**src/rtl/bs_serial_loader_pkg.sv**
```systemverilog
// bs_pkg: shared widths and FSM state type for the nibble-serial barrel
// shifter front end (bs_serial_loader and BS_16bit).
package bs_pkg;

    localparam int unsigned WIDTH    = 16;
    localparam int unsigned NIBBLES  = 4;
    localparam int unsigned NIBBLE_W = 4;

    typedef enum logic [2:0] {
        IDLE,
        LOAD,
        SAMT,
        ROT,
        DONE
    } bs_state_t;

endpackage

```
**src/rtl/bs_serial_loader_if.sv**
```systemverilog
// bs_serial_loader_if: handshake/data bundle between the input path and
// bs_serial_loader.
//   start  : begin a transaction (master -> slave)
//   din    : operand nibbles then rotate amount (master -> slave)
//   busy   : transaction in progress (slave -> master)
//   done   : one-cycle strobe, result newly valid (slave -> master)
//   result : registered rotated word (slave -> master)
interface bs_serial_loader_if;
    import bs_pkg::*;

    logic                start;
    logic [NIBBLE_W-1:0] din;
    logic                busy;
    logic                done;
    logic [WIDTH-1:0]    result;

    modport master (
        output start, din,
        input  busy, done, result
    );

    modport slave (
        input  start, din,
        output busy, done, result
    );

endinterface

```
**src/rtl/bs_serial_loader_bs16.sv**
```systemverilog
// BS_16bit: combinational 16-bit rotate-right.
//   A : operand word
//   s : rotate amount (0..15)
//   w : A rotated right by s, w[i] = A[(i + s) mod 16]
module BS_16bit
    import bs_pkg::*;
(
    input  logic [WIDTH-1:0]    A,
    input  logic [NIBBLE_W-1:0] s,
    output logic [WIDTH-1:0]    w
);

    // For s = 0 the left shift amount is 16, which yields zero, so A passes through.
    logic [4:0] w_lsh;

    assign w_lsh = 5'd16 - {1'b0, s};
    assign w     = (A >> s) | (A << w_lsh);

endmodule

```
**src/rtl/bs_serial_loader.sv**
```systemverilog
// bs_serial_loader: collects a 16-bit operand (LSB nibble first) and a 4-bit
// rotate amount over a nibble bus after a start pulse, rotates right through
// one BS_16bit, registers the result and strobes done for one cycle.
//   clk   : system clock, rising edge
//   rst_n : asynchronous active-low reset
//   bus   : slave side of bs_serial_loader_if (start, din, busy, done, result)
module bs_serial_loader
    import bs_pkg::*;
(
    input  logic                clk,
    input  logic                rst_n,
    bs_serial_loader_if.slave   bus
);

    bs_state_t           r_state;
    bs_state_t           w_next;
    logic [1:0]          r_cnt;
    logic [WIDTH-1:0]    r_a;
    logic [NIBBLE_W-1:0] r_s;
    logic [WIDTH-1:0]    r_result;
    logic                r_busy;
    logic                r_done;
    logic [WIDTH-1:0]    w_rot;

    BS_16bit u_bs (
        .A (r_a),
        .s (r_s),
        .w (w_rot)
    );

    always_comb begin
        w_next = r_state;
        case (r_state)
            IDLE:    if (bus.start) w_next = LOAD;
            LOAD:    if (r_cnt == 2'd3) w_next = SAMT;
            SAMT:    w_next = ROT;
            ROT:     w_next = DONE;
            DONE:    w_next = bus.start ? LOAD : IDLE;
            default: w_next = IDLE;
        endcase
    end

    // busy/done are registered from the next state, so they track the state
    // register exactly while having no path from inputs to outputs.
    always_ff @(posedge clk or negedge rst_n) begin
        if (!rst_n) begin
            r_state  <= IDLE;
            r_cnt    <= '0;
            r_a      <= '0;
            r_s      <= '0;
            r_result <= '0;
            r_busy   <= 1'b0;
            r_done   <= 1'b0;
        end else begin
            r_state <= w_next;
            r_busy  <= (w_next == LOAD) || (w_next == SAMT) || (w_next == ROT);
            r_done  <= (w_next == DONE);
            case (r_state)
                IDLE: if (bus.start) r_cnt <= '0;
                LOAD: begin
                    r_a[{r_cnt, 2'b00} +: NIBBLE_W] <= bus.din;
                    r_cnt <= r_cnt + 2'd1;
                end
                SAMT: r_s <= bus.din;
                ROT:  r_result <= w_rot;
                DONE: if (bus.start) r_cnt <= '0;
                default: ;
            endcase
        end
    end

    assign bus.busy   = r_busy;
    assign bus.done   = r_done;
    assign bus.result = r_result;

endmodule
```
**src/flat_wrapper.sv**
```systemverilog
// flat-port wrapper written by rule: the top's interface ports become plain ports
module bs_serial_loader_flat import bs_pkg::*;
  (clk, rst_n, bus_start, bus_din, bus_busy, bus_done, bus_result);
  bs_serial_loader_if bus_i ();
  input  logic clk;
  input  logic rst_n;
  input wire logic [$bits(bus_i.start)-1:0] bus_start;
  input wire logic [$bits(bus_i.din)-1:0] bus_din;
  output wire logic [$bits(bus_i.busy)-1:0] bus_busy;
  output wire logic [$bits(bus_i.done)-1:0] bus_done;
  output wire logic [$bits(bus_i.result)-1:0] bus_result;
  assign bus_i.start = bus_start;
  assign bus_i.din = bus_din;
  assign bus_busy = bus_i.busy;
  assign bus_done = bus_i.done;
  assign bus_result = bus_i.result;
  bs_serial_loader u_core (.clk(clk), .rst_n(rst_n), .bus(bus_i));
endmodule
```
**config.mk**
```make
export PLATFORM = sky130hd
export DESIGN_NAME = bs_serial_loader_flat
export DESIGN_NICKNAME = d
export VERILOG_FILES = /design/src/rtl/bs_serial_loader_pkg.sv /design/src/rtl/bs_serial_loader_if.sv /design/src/rtl/bs_serial_loader_bs16.sv /design/src/rtl/bs_serial_loader.sv /design/src/flat_wrapper.sv
export SDC_FILE = /design/constraint.sdc
export NUM_CORES = 1
export LEC_CHECK = 0
export CAP_MARGIN = 20
export CORE_MARGIN = 3
export CORE_UTILIZATION = 55
export DETAILED_ROUTE_END_ITERATION = 7
export DONT_BUFFER_PORTS = 1
export HOLD_SLACK_MARGIN = 0.06
export PLACE_DENSITY = 0.7
export SYNTH_ARGS = -nofsm -noshare
export SYNTH_HDL_FRONTEND = slang
export SYNTH_HIERARCHICAL = 1
export SYNTH_SLANG_ARGS = --single-unit
```
**constraint.sdc**
```tcl
create_clock -name clk -period 3 [get_ports clk]
set_input_delay 0.45 -clock clk [delete_from_list [all_inputs] [get_ports clk]]
set_output_delay 0.45 -clock clk [all_outputs]
set_load 0.01 [all_outputs]
```
==> flow_summary_export.csv <==
group,metric,value,unit
clocking,cts_sinks,43,
clocking,root_buffer,"clkbuf_8",
finish,drive_gt1_share,20.77,%
synthesis,syn_inst,320,
synthesis,yosysMostFrequentCell,"dfrtp_1",
timing,setup_tns,0,ns
timing,worst_slack,0.5574,ns
routing,via_count,2554,
timing,maxClockFrequency,0.4094,GHz
placed_design,placed_area,0.003412,mm^2
run,maxCapViolations,0,
clocking,post-cts-setup-buffers,0,
synthesis,synth_edf_count,0,
worst_setup_path,startpoint_type,"flop",
grt,grt_pass1_vias,2494,
worst_setup_path,cp_max_fo,21,
worst_setup_path,startpoint,"u_core/r_s[0]",
worst_setup_path,crit_type,"flop to flop",
worst_setup_path,cp_cell_sequence,"inv_2 -> ha_1 -> buf_4 -> mux2i_1 -> mux4_2 -> o22ai_1 -> a31o_1 -> mux2_2",
placed_design,place_inst,378,
clocking,htreeDepth,2,
synthesis,ys_types,50,
synthesis,syn_avg_cell_area,10.78,um^2
floorplan,die_area,0.007256,mm^2
clocking,clkLatencyLatePin,0.31,ns
floorplan,coreArea,0.005991,mm^2
worst_setup_path,required,3.20,ns
power,swShare,47.13,%
synthesis,ys_ff_latch,43,
min_path,min_from,"bus_din[2]",
power,power.switching,2.139,mW
clocking,numCtsBuffers,5,
worst_setup_path,critical_path.max_stage_delay,0.41,ns
min_path,hp-class,"primary input to flop",
grt,grt_max_degree,46,
routing,drtIter0Drc,203,
synthesis,yosys_warnings,6,
worst_setup_path,path_delay_family,"multiplexers",
worst_setup_path,rr_worst_depth,8,
finish,layout.nets,326,
worst_setup_path,endpoint_kind,"flop",
synthesis,ys.flop_type,"dfrtp_1",
routing,wl,8046,um
floorplan,core.rowCount,28,
finish,final_area,0.003565,mm^2
min_path,min_to,"u_core/r_a[10]",
worst_setup_path,path_buf_inv,2,
power,pwr_density_cell,1273,mW/mm^2
placed_design,pre_cts_slack,0.6061,ns
clocking,clk_pin_slew,0.09,ns
routing,wl_per_cell,20.74,um
timing,rsz0062_at_grt,"no",
grt,grt_pass1_wl,13250,um
clocking,tritoncts,"built",
timing,worst_pin_slew,0.6384,ns
grt,globalRouteOverflowTotal,0,
min_path,min_path_cells,2,
synthesis,yosysTopAreaCell,"dfrtp_1",
power,power.total,4.538,mW
outcome,outcome,"finished, final reports clean",
worst_setup_path,r2r-end,"u_core/bus.result[7]",
grt,antenna_found_initial,0,
power,comb_power_share,61.2,%
worst_setup_path,slowest_stage,"dfrtp_2",
worst_setup_path,crit_arrival,2.64,ns
routing,vias_per_cell,6.582,
finish,diodes,0,
power,p_int,2.399,mW
synthesis,synth-seq-area-share,31.20,%
routing,ant_nets,0,
synthesis,ys_async_sr_fraction,100.0,%
power,pwr-share-clk,10.3,%
finish,area_growth,3.374,%
power,peakVddDrop,0.6676,mV
synthesis,syn_area,0.003448,mm^2
floorplan,die_h,85.18,um
timing,post-route-period-util,81.42,%
finish,fin_util,59.50,%
placed_design,port_buffers,0,
timing,skew,0.01256,ns
finish,fill_cells,495,
synthesis,syn-num-nets,334,
routing,first_pass_iters,6,
synthesis,yosys-top-cells-count,"dfrtp_1 (43), nand2_1 (41), mux2i_1 (40), o21ai_0 (25)",
grt,gr-usage-all-layers,23.50,%
power,seqPwrFrac,28.5,%
routing,route.detailed.drc,0,
finish,fin_cells,388,
floorplan,fp.dieW,85.18,um
worst_setup_path,timing.rr.start,"u_core/r_s[0]",
placed_design,dpl.hpwl,5872,um
clocking,cts_buffer_depth,2,
floorplan,ioPinCount,25,
timing,finalHoldViolCount,0,
synthesis,ys_top_cells_by_area,"dfrtp_1 (31%), mux2i_1 (12%), mux4_2 (9.8%)",
power,p_leak,1.537,nW
timing,min_period,2.443,ns
timing,slew_headroom,57.44,%
placed_design,gp_congestion,0.9384,
timing,whs,0.2702,ns
synthesis,synth.top_cell.area_share,31.20,%
timing,finalMaxSlewViolations,0,
worst_setup_path,reg2reg_slack,0.56,ns
timing,setup_viol,0,
floorplan,start_util,57.56,%
## area by class of cell
type	instances	area [um^2]	area share, %
sequential	43	1077	30.22
multi-input combinational	245	2162	60.65
tap	75	93.84	2.633
clock inverter	3	46.29	1.299
timing repair buffer	8	82.58	2.317
inverter	9	33.78	0.9477
clock buffer	5	68.82	1.931
## placed cells by master, fill, tap and decap left out, drive strengths merged, types with 5 or more instances in the layout
master	n
ha	7
o21ai	25
o221ai	6
buf	7
clkbuf	5
nor2	14
nand3	9
dfrtp	43
mux2	23
mux2i	40
inv	10
mux4	18
nand2	41
## layer usage
metal,global-route usage (%),share of wire (%)
met3,5.243,6.0
met2,38.21,48
met1,30.58,43
met5,0,0
met4,9.065,3.3
## worst register-to-register path, delay by kind of cell, from the launching register on
| kind | cells | cell delay (ns) |
|---|---|---|
| buffers and inverters | 2 | 0.46 |
| muxes | 3 | 1.00 |
| AOI/OAI and AO/OA | 2 | 0.29 |
| adders and majority gates | 1 | 0.17 |
| DFF | 1 | 0.41 |
## cells by family (layout without fill, tap and decap cells)
family / after synthesis / after routing / share of synthesized area, %
XOR/XNOR: 1 / 1 / 0.4718
AO/OA/AOI/OAI: 71 / 71 / 15.06
multiplexers: 81 / 81 / 32.08
flip-flops: 43 / 43 / 31.20
AND/OR/NAND/NOR: 85 / 85 / 12.55
buffers and inverters: 32 / 25 / 6.096
adder cells (fa/ha/maj): 7 / 7 / 2.540
## power by group through the flow
stage | Sequential (mW) | Combinational (mW) | Clock [mW]
6_report | 1.29 | 2.78 | 0.466
4_1_cts | 1.29 | 2.75 | 0.480
5_1_grt | 1.35 | 3.02 | 0.495
3_3_place_gp | 1.29 | 2.70 | 0
3_5_place_dp | 1.31 | 2.72 | 0
2_1_floorplan | 1.08 | 2.50 | 0
## flip-flops by register name (all words and copies together) (netlist names)
register and count:
u_core/bus.result 16, u_core/bus.done 1, u_core/r_cnt 2, u_core/r_s 4, u_core/bus.busy 1, u_core/r_a 16, u_core/r_state 3
## how the worst max path moves through the flow
stage | slack, ns | to | cells past startpoint
after floorplan | 0.68 | u_core/bus.result[10] | 10
after global placement | 0.62 | u_core/bus.result[1] | 6
after detailed placement | 0.61 | u_core/bus.result[13] | 6
after CTS | 0.57 | u_core/bus.result[13] | 6
after global routing | 0.38 | u_core/bus.result[7] | 8
final | 0.56 | u_core/bus.result[7] | 8
## timing repair
item / 4_1_cts / 5_1_grt
gates resized for setup: 0 / 0
hold buffers: 2 / 0
hold endpoints to repair: 43 / 0
No activity file was read; power rests on OpenSTA's default activity.
